## src/rtl/tl_pkg.sv

```systemverilog
// Shared TL-UL channel encodings for the single-beat responder.
package tl_pkg;

  typedef enum logic [2:0] {
    PutFullData    = 3'd0,
    PutPartialData = 3'd1,
    Get            = 3'd4
  } tl_a_op_e;

  typedef enum logic [2:0] {
    AccessAck     = 3'd0,
    AccessAckData = 3'd1
  } tl_d_op_e;

  localparam logic [1:0] SizeByte    = 2'd0;
  localparam logic [1:0] SizeHalf    = 2'd1;
  localparam logic [1:0] SizeWord    = 2'd2;
  localparam logic [1:0] SizeIllegal = 2'd3;

  localparam logic [3:0] MaskFull = 4'hF;
  localparam logic [3:0] MaskNone = 4'h0;

  function automatic logic is_put(input logic [2:0] op);
    return (op == PutFullData) || (op == PutPartialData);
  endfunction

  function automatic logic is_get(input logic [2:0] op);
    return op == Get;
  endfunction

endpackage

```

## src/rtl/tl_a_check.sv

```systemverilog
// Combinational legality check of a channel A request (opcode, alignment, mask).
module tl_a_check
  import tl_pkg::*;
(
  input  logic [2:0] opcode_i,
  input  logic [1:0] addr_lo_i,
  input  logic [1:0] size_i,
  input  logic [3:0] mask_i,
  output logic       err_o
);

  logic op_ok;
  logic put;
  logic misaligned;
  logic full_mask_bad;
  logic empty_put;

  always_comb begin
    op_ok         = is_put(opcode_i) || is_get(opcode_i);
    put           = is_put(opcode_i);
    misaligned    = 1'b0;
    full_mask_bad = 1'b0;
    empty_put     = 1'b0;

    case (size_i)
      SizeByte: misaligned = 1'b0;
      SizeHalf: misaligned = addr_lo_i[0];
      SizeWord: misaligned = (addr_lo_i != 2'b00);
      default:  misaligned = 1'b1;
    endcase

    // A full-word PutFullData must write every lane.
    if ((opcode_i == PutFullData) && (size_i == SizeWord) && (mask_i != MaskFull)) begin
      full_mask_bad = 1'b1;
    end
    if (put && (mask_i == MaskNone)) begin
      empty_put = 1'b1;
    end

    err_o = !op_ok || misaligned || full_mask_bad || empty_put;
  end

endmodule

```

## src/rtl/tl_ul_responder.sv

```systemverilog
// Single-outstanding TL-UL responder bridging channel A/D onto a simple SRAM-style port.
module tl_ul_responder
  import tl_pkg::*;
#(
  parameter int unsigned ADDR_W = 12,
  parameter int unsigned MEM_AW = ADDR_W - 2
) (
  input  logic              clk,
  input  logic              rst,

  input  logic              a_valid_i,
  output logic              a_ready_o,
  input  logic [2:0]        a_opcode_i,
  input  logic [ADDR_W-1:0] a_address_i,
  input  logic [1:0]        a_size_i,
  input  logic [3:0]        a_mask_i,
  input  logic [31:0]       a_data_i,

  output logic              d_valid_o,
  input  logic              d_ready_i,
  output logic [2:0]        d_opcode_o,
  output logic [1:0]        d_size_o,
  output logic              d_error_o,
  output logic [31:0]       d_data_o,

  output logic              mem_req_o,
  output logic              mem_we_o,
  output logic [MEM_AW-1:0] mem_addr_o,
  output logic [31:0]       mem_wdata_o,
  output logic [3:0]        mem_wstrb_o,
  input  logic [31:0]       mem_rdata_i
);

  typedef enum logic [1:0] {
    StIdle,
    StMem,
    StRdata,
    StResp
  } state_e;

  state_e            state_q;
  logic              a_ready_q;
  logic              get_q;
  logic [MEM_AW-1:0] addr_q;
  logic [31:0]       wdata_q;

  logic              d_valid_q;
  logic [2:0]        d_opcode_q;
  logic [1:0]        d_size_q;
  logic              d_error_q;
  logic [31:0]       d_data_q;

  logic              mem_req_q;
  logic              mem_we_q;
  logic [3:0]        mem_wstrb_q;

  logic              a_err;

  tl_a_check u_a_check (
    .opcode_i  (a_opcode_i),
    .addr_lo_i (a_address_i[1:0]),
    .size_i    (a_size_i),
    .mask_i    (a_mask_i),
    .err_o     (a_err)
  );

  // All outputs are registered and updated alongside the state so that each
  // output is a clean function of the current state.
  always_ff @(posedge clk or posedge rst) begin
    if (rst) begin
      state_q     <= StIdle;
      a_ready_q   <= 1'b1;
      get_q       <= 1'b0;
      addr_q      <= '0;
      wdata_q     <= '0;
      d_valid_q   <= 1'b0;
      d_opcode_q  <= AccessAck;
      d_size_q    <= SizeByte;
      d_error_q   <= 1'b0;
      d_data_q    <= '0;
      mem_req_q   <= 1'b0;
      mem_we_q    <= 1'b0;
      mem_wstrb_q <= MaskNone;
    end else begin
      case (state_q)
        StIdle: begin
          if (a_valid_i) begin
            a_ready_q  <= 1'b0;
            get_q      <= is_get(a_opcode_i);
            addr_q     <= a_address_i[ADDR_W-1:2];
            wdata_q    <= a_data_i;
            d_opcode_q <= is_get(a_opcode_i) ? AccessAckData : AccessAck;
            d_size_q   <= a_size_i;
            d_error_q  <= a_err;
            d_data_q   <= '0;
            if (a_err) begin
              state_q   <= StResp;
              d_valid_q <= 1'b1;
            end else begin
              state_q     <= StMem;
              mem_req_q   <= 1'b1;
              mem_we_q    <= is_put(a_opcode_i);
              mem_wstrb_q <= is_put(a_opcode_i) ? a_mask_i : MaskNone;
            end
          end
        end

        StMem: begin
          mem_req_q   <= 1'b0;
          mem_we_q    <= 1'b0;
          mem_wstrb_q <= MaskNone;
          if (get_q) begin
            state_q <= StRdata;
          end else begin
            state_q   <= StResp;
            d_valid_q <= 1'b1;
          end
        end

        StRdata: begin
          d_data_q  <= mem_rdata_i;
          d_valid_q <= 1'b1;
          state_q   <= StResp;
        end

        StResp: begin
          // The accept happens one cycle later, from IDLE, never on this edge.
          if (d_ready_i) begin
            d_valid_q <= 1'b0;
            a_ready_q <= 1'b1;
            state_q   <= StIdle;
          end
        end

        default: begin
          state_q     <= StIdle;
          a_ready_q   <= 1'b1;
          d_valid_q   <= 1'b0;
          mem_req_q   <= 1'b0;
          mem_we_q    <= 1'b0;
          mem_wstrb_q <= MaskNone;
        end
      endcase
    end
  end

  assign a_ready_o   = a_ready_q;
  assign d_valid_o   = d_valid_q;
  assign d_opcode_o  = d_opcode_q;
  assign d_size_o    = d_size_q;
  assign d_error_o   = d_error_q;
  assign d_data_o    = d_data_q;
  assign mem_req_o   = mem_req_q;
  assign mem_we_o    = mem_we_q;
  assign mem_addr_o  = addr_q;
  assign mem_wdata_o = wdata_q;
  assign mem_wstrb_o = mem_wstrb_q;

endmodule

```

## config.mk

```make
export PLATFORM = sky130hd
export DESIGN_NAME = tl_ul_responder
export DESIGN_NICKNAME = d
export VERILOG_FILES = /design/src/rtl/tl_pkg.sv /design/src/rtl/tl_a_check.sv /design/src/rtl/tl_ul_responder.sv
export SDC_FILE = /design/constraint.sdc
export NUM_CORES = 1
export LEC_CHECK = 0
export CAP_MARGIN = 5
export CORE_MARGIN = 5
export CORE_UTILIZATION = 41
export CTS_CLUSTER_DIAMETER = 40
export DETAILED_ROUTE_END_ITERATION = 10
export GPL_ROUTABILITY_DRIVEN = 1
export GPL_TIMING_DRIVEN = 0
export PLACE_DENSITY = 0.83
export SETUP_SLACK_MARGIN = 0.4
export SLEW_MARGIN = 20
export SYNTH_ARGS = -nofsm -noshare
export SYNTH_HDL_FRONTEND = slang
export SYNTH_HIERARCHICAL = 1
export SYNTH_SLANG_ARGS = --single-unit
```

## constraint.sdc

```tcl
create_clock -name clk -period 3.93 [get_ports clk]
set_input_delay 0.9825 -clock clk [delete_from_list [all_inputs] [get_ports clk]]
set_output_delay 0.9825 -clock clk [all_outputs]
set_load 0.01 [all_outputs]
```

==> results of run 1 <==
-- per-stage QoR --
step	util, %	setup TNS [ns]	cell area (sq um)	power (mW)
after floorplan	-	0	3660	2.77
after global placement	63.5	-55.83	5540	3.87
after detailed placement	63.8	0	5570	3.95
after CTS	66.4	0	5790	4.66
after global routing	66.4	0	5790	4.90
final	66.4	0	5790	4.61
-- synth_stat cells --
library cell   n
nor2_1         3
o2bb2ai_1      2
dfrtp_1       87
nor2b_1        3
nor4_2         1
nand2_1       10
a21oi_1        3
buf_6          4
o21ba_2        1
mux2i_1        5
o31a_1         1
a31oi_1        1
o211a_1        1
o31ai_2        1
buf_4          4
conb_1         1
a22o_1        32
a21boi_2       1
buf_2          8
mux2i_2        1
mux2_2        17
nand4_1        2
mux2_4        29
and3_1         1
dfstp_2        1
nand2b_1       2
o41ai_1        2
o21ai_0        5
ha_1           6
nand3_1        1
inv_1          9
nor3_1         1
-- kinds of logic (layout without fill, tap and decap cells) --
family	Yosys count	after routing	share of synthesized area, %
simple gates	24	24	3.32
flops	88	88	60.2
other cells	1	2	0.103
buf+inv	25	216	4.07
mux	52	52	18.9
compound gates	50	50	11.3
fa+ha+maj	6	6	2.05
-- layout make-up --
cell class	count	area, sq um	area share [%]
timing repair buffer	175	1770	30.6
inverter	9	36.3	0.627
multi-input combinational	134	1310	22.6
sequential	88	2200	38.1
clock inverter	4	76.3	1.32
buffer	16	115	1.99
clock buffer	12	145	2.51
tap	108	135	2.33
-- power groups by stage --
stage          clock [mW]  combinational [mW]  sequential (mW)
3_5_place_dp            0                2.34             1.61
3_3_place_gp            0                2.28             1.59
4_1_cts             0.711                2.35             1.61
5_1_grt             0.762                2.48             1.66
6_report            0.695                2.31             1.60
2_1_floorplan           0               0.985             1.78
-- flip-flops by register name, indices dropped and copies added, names as in the netlist, 2 cells and up --
register and count:
state_q 2, d_size_o 2, mem_wstrb_o 4, d_data_o 32, mem_addr_o 10, mem_wdata_o 32
-- worst max-delay path, delay by kind of cell --
kind / cells / cell delay, ns
buffers and inverters: 2 / 0.62
AOI/OAI and AO/OA: 3 / 0.50
and+or+nand+nor: 2 / 0.43
muxes: 1 / 0.29
-- path summary, 6_finish.rpt --
path | from | end | slack (ns)
worst min-delay path | d_valid_o$_DFFE_PP0P_ | d_valid_o$_DFFE_PP0P_ | 0.50
worst max-delay path | a_mask_i[1] | mem_we_o$_DFFE_PP0P_ | 1.34
worst max register to register | state_q[0]$_DFFE_PP0P_ | d_data_o[3]$_DFFE_PP0P_ | 2.12
min in group asynchronous | rst | mem_wdata_o[2]$_DFFE_PP0P_ | 0.98
max in group asynchronous | rst | a_ready_o$_DFFE_PP1P_ | 2.30
worst min register to register | d_valid_o$_DFFE_PP0P_ | d_valid_o$_DFFE_PP0P_ | 0.50
-- layer usage --
layer / vias up / share of wire [%]
met1: 1313 / 42
met5: - / 0
met3: 15 / 7.1
met2: 104 / 49
met4: 0 / 2.0
li1: 1256 / -
-- cells in the final DEF (no fill, tap or decap), types with 3 or more instances in the layout --
cell type	count
clkdlybuf4s50_1	174
nand2_1	10
o21ai_0	5
buf_6	4
mux2_4	29
clkbuf_8	10
buf_4	4
ha_1	6
mux2i_1	5
nor2_1	3
nor2b_1	3
a21oi_1	3
inv_1	8
a22o_1	32
buf_2	8
mux2_2	17
dfrtp_1	87
==> flow_summary.ini, run 1 <==
[outcome]
run_status = completed

[floorplan]
floorplan.rows = 34
die_area_sq_mm = 0.0109
coreArea_sq_mm = 0.00872
die_w_um = 104
die_y_um = 104
initial_core_util_pct = 41.9
ios = 177

[clocking]
cts_resized = 0
cts_buffer_depth = 2
clkTransAtPathRegs_ns = 0.08
cts_made_buffers = 9
post_cts_buffers = 0
holdBufCountCts = 0
cts_sinks = 88
clk_latency_ns = 0.35
cts_tree = done
cts_htree_levels = 3
clockRootBuffer = clkbuf_8

[critical_path]
max_stage_delay_ns = 0.46
reg2reg_depth = 6
crit_type = in2reg
required_ns = 4.16
critPathLaunchType = input pin
slowest_stage = clkdlybuf4s50_1
critPathCaptureType = flip-flop
crit_chain = clkdlybuf4s50_1 -> nor4_2 -> a31oi_1 -> o31ai_2 -> nand2_1 -> o211a_1 -> buf_4 -> mux2_4
critPathArrivalTime_ns = 2.82
crit_fanout = 5

[min_path]
min_path_cells = 1
hold_class = reg2reg

[sta]
finalSetupViolations = 0
finClkSkew_ns = 0.0108
hold_violations = 0
whs_ns = 0.495
finalCritPeriodShare_pct = 65.8
drv_slew = 0
tightest_slew_ns = 0.521
setup_ws_ns = 1.34
slew_headroom_pct = 65.0
fmax_mhz = 387
rsz0062_at_grt = no
finalCriticalPeriod_ns = 2.59

[global_routing]
first_global_vias = 2879
antenna_found_initial = 0
grt.total_usage_pct = 17.3
use_met1_pct = 21.8
grt_start_max_net_pins = 59
grt_pass1_wl_um = 15200
grt_use_met3_pct = 5.96
top_usage_layer = met2
grtUsageMet2_pct = 27.7
overflow = 0

[layout]
fin_nets = 528
fillers = 656
syn2layout_area_growth_pct = 58.3
diodes = 0
drive_above_1_share_pct = 19.2
finalNonFillerCells = 546

[synthesis]
synth-seq-cells = 88
synth-seq-area-share_pct = 60.2
netlist_instances = 246
yosys-top-cells-area = dfrtp_1 60%, mux2_4 12%, a22o_1 7.7%
synth_top_area_cell = dfrtp_1
yosys_warnings = 6
syn_area_sq_mm = 0.00366
synth_top_area_share_pct = 59.5
avgSynthCellArea_sq_um = 14.9
ys_types = 32

[pwr]
power_frac_clock_pct = 15.1
swShare_pct = 31.6
power_density_mw_per_mm2 = 796
sequentialPowerShare_pct = 34.7
leakage_nw = 2.60
p_sw_mw = 1.46
internal_power_mw = 3.15
pwr-share-comb_pct = 50.2
vdd_ir_drop_max_uv = 431

[route]
drtIter0Drc = 66
drt-pass1-iter-count = 4
ant_nets = 0
vias = 2688
viasPerCell = 4.92
drcViolationCount = 0
wl_per_cell_um = 17.2
wl_um = 9370

[placed_design]
dp_hpwl_um = 7150
place.gp.congestion = 0.754
port_buffers = 174
dp.cells = 530
place_ws_ns = 0.993

[run]
max-cap-violations = 0
(Power assumes the default switching activity.)
==> run 2: changes to the inputs <==
Settings changed: CORE_UTILIZATION 41 to 37, PLACE_DENSITY 0.83 to 0.79.
Clock period 3.93 ns to 2.07 ns, I/O delays scaled along.
==> run 2 against run 1 <==
  * Via count grew 0.74%
  * Core utilization decreased by 6.1 points
  * Hold slack worse by 0.047 ns
  * Clock skew grew 0.0033 ns
  * Combinational power grew 79%
  * Count of clock-buffer cells in the layout down 2
  * Power is 81% higher
  * Routed wire length rose by 0.69%
  * Register-to-register slack lost 1.7 ns
  * Die area is 9.8% higher
  * Critical endpoint unchanged
  * Largest power group unchanged
  * Highest routed layer unchanged
==> flow_summary.ini, run 2 (synthesis gave the netlist of run 1 again) <==
[floorplan]
initial_core_util_pct = 37.6
floorplan.rows = 36
die_w_um = 109
ios = 177
coreArea_sq_mm = 0.00973
die_y_um = 109
die_area_sq_mm = 0.0120

[pwr]
pwr-share-comb_pct = 49.8
swShare_pct = 33.4
power_density_mw_per_mm2 = 1420
internal_power_mw = 5.55
power_frac_clock_pct = 14.6
p_sw_mw = 2.78
sequentialPowerShare_pct = 35.7
leakage_nw = 2.89
vdd_ir_drop_max_uv = 606

[sta]
fmax_mhz = 599
hold_violations = 0
finalSetupViolations = 0
rsz0062_at_grt = yes
finalCritPeriodShare_pct = 80.6
tightest_slew_ns = 0.637
slew_headroom_pct = 57.4
drv_slew = 0
finalCriticalPeriod_ns = 1.67
finClkSkew_ns = 0.0141

[route]
drt-pass1-iter-count = 4
ant_nets = 0
wl_per_cell_um = 16.1
vias = 2708
wl_um = 9430
drtIter0Drc = 81
drcViolationCount = 0
viasPerCell = 4.63

[global_routing]
grt_pass1_wl_um = 14200
overflow = 0
antenna_found_initial = 1
grt_start_max_net_pins = 36
first_global_vias = 2858
grt.total_usage_pct = 15.1

[min_path]
min_path_cells = 3
hold_class = in2reg

[layout]
utilization_pct = 60.3
most-common-layout-cells = 89 x dlygate4sd2_1, 86 x dfrtp_1, 76 x clkdlybuf4s50_1
fin_nets = 541
fin_area_sq_mm = 0.00587
final_common_cell = dlygate4sd2_1
syn2layout_area_growth_pct = 60.5
fillers = 831
drive_above_1_share_pct = 23.7

[outcome]
run_status = completed

[clocking]
cts_made_buffers = 9
clk_latency_ns = 0.35
clockRootBuffer = clkbuf_8
cts_htree_levels = 3
cts_sinks = 88
cts_tree = done
cts_buffer_depth = 2
clkTransAtPathRegs_ns = 0.09

[placed_design]
dpl-instance-area_sq_mm = 0.00561
port_buffers = 174
place.gp.congestion = 0.727
dp_hpwl_um = 7140

[critical_path]
critPathLaunchType = input pin
required_ns = 2.30
crit_fanout = 5
critPathArrivalTime_ns = 1.89
slowest_stage = mux2_4
crit_chain = dlygate4sd2_1 -> nor2_1 -> a31oi_2 -> o31ai_4 -> nand2_1 -> o211a_1 -> buf_6 -> mux2_4
reg2reg_depth = 6
crit_type = in2reg
critPathCaptureType = flip-flop
max_stage_delay_ns = 0.28

[run]
max-cap-violations = 0
run 2: changes by cell type in the layout (fill, tap and decap cells not counted), moves of 3 or more:
| cell | change |
|---|---|
| clkbuf_2 | +3 |
| clkdlybuf4s50_1 | -98 |
| buf_8 | +3 |
| buf_4 | +15 |
| buf_2 | -6 |
| clkdlybuf4s15_1 | +3 |
| dlygate4sd2_1 | +89 |
run 2: critical path, delay by kind of cell:
family                 cells  cell delay [ns]
AO/OA/AOI/OAI              3             0.46
buffers and inverters      2             0.39
multiplexers               1             0.28
AND/OR/NAND/NOR            2             0.24
run 2: metrics by stage:
step | hold slack [ns] | instances | setup slack, ns | setup TNS [ns] | power, mW
5_1_grt | 0.450 | 584 | 0.360 | 0 | 8.87
6_report | 0.449 | 585 | 0.402 | 0 | 8.33
3_5_place_dp | 0.484 | 556 | -0.369 | -1.29 | 7.48
4_1_cts | 0.504 | 578 | 0.257 | 0 | 8.33
3_3_place_gp | 0.484 | 554 | -0.397 | -35.54 | 7.36
2_1_floorplan | 0.493 | 247 | 0.252 | 0 | 5.25
run 2: final timing paths:
check	slack, ns	endpoint	start
worst min register to register	0.50	d_valid_o$_DFFE_PP0P_	d_valid_o$_DFFE_PP0P_
worst max register to register	0.44	d_data_o[17]$_DFFE_PP0P_	state_q[0]$_DFFE_PP0P_
worst min-delay path	0.45	mem_wstrb_o[2]$_DFFE_PP0P_	a_mask_i[2]
min in group asynchronous	0.63	d_data_o[14]$_DFFE_PP0P_	rst
worst max-delay path	0.40	mem_we_o$_DFFE_PP0P_	a_size_i[0]
max in group asynchronous	0.87	mem_wdata_o[7]$_DFFE_PP0P_	rst
run 2: final cells by class:
| class | count | area [sq um] | area share (%) |
|---|---|---|---|
| sequential | 88 | 2200 | 37.6 |
| tap | 133 | 166 | 2.84 |
| clock inverter | 6 | 65.1 | 1.11 |
| multi-input combinational | 134 | 1350 | 23.0 |
| buffer | 16 | 159 | 2.71 |
| clock buffer | 10 | 138 | 2.34 |
| antenna | 1 | 2.50 | 0.0426 |
| inverter | 9 | 37.5 | 0.640 |
| timing repair buffer | 188 | 1750 | 29.7 |
run 2: what timing repair did:
item / 4_1_cts / 5_1_grt
hold buffers: 0 / 0
endpoints found under the setup margin: 162 / 59
buffers inserted: 6 / 6
resized for setup: 114 / 19
hold endpoints to repair: 0 / 0
gates cloned: 0 / 0
pin swaps: 4 / 5
run 2: layer usage:
layer	global-route usage [%]	vias to the layer above	share of wire [%]
met5	0	-	0
met4	4.27	0	0.90
met3	4.93	8	8.1
met2	25.1	100	49
met1	18.9	1319	42
li1	-	1281	-
run 2: power by group through the flow:
stage               sequential [mW]  clock [mW]  combinational (mW)
floorplan                      3.38           0                1.87
detailed placement             3.05           0                4.43
CTS                            2.98        1.26                4.09
global route                   3.07        1.34                4.46
finish                         2.97        1.21                4.14
global placement               3.02           0                4.34
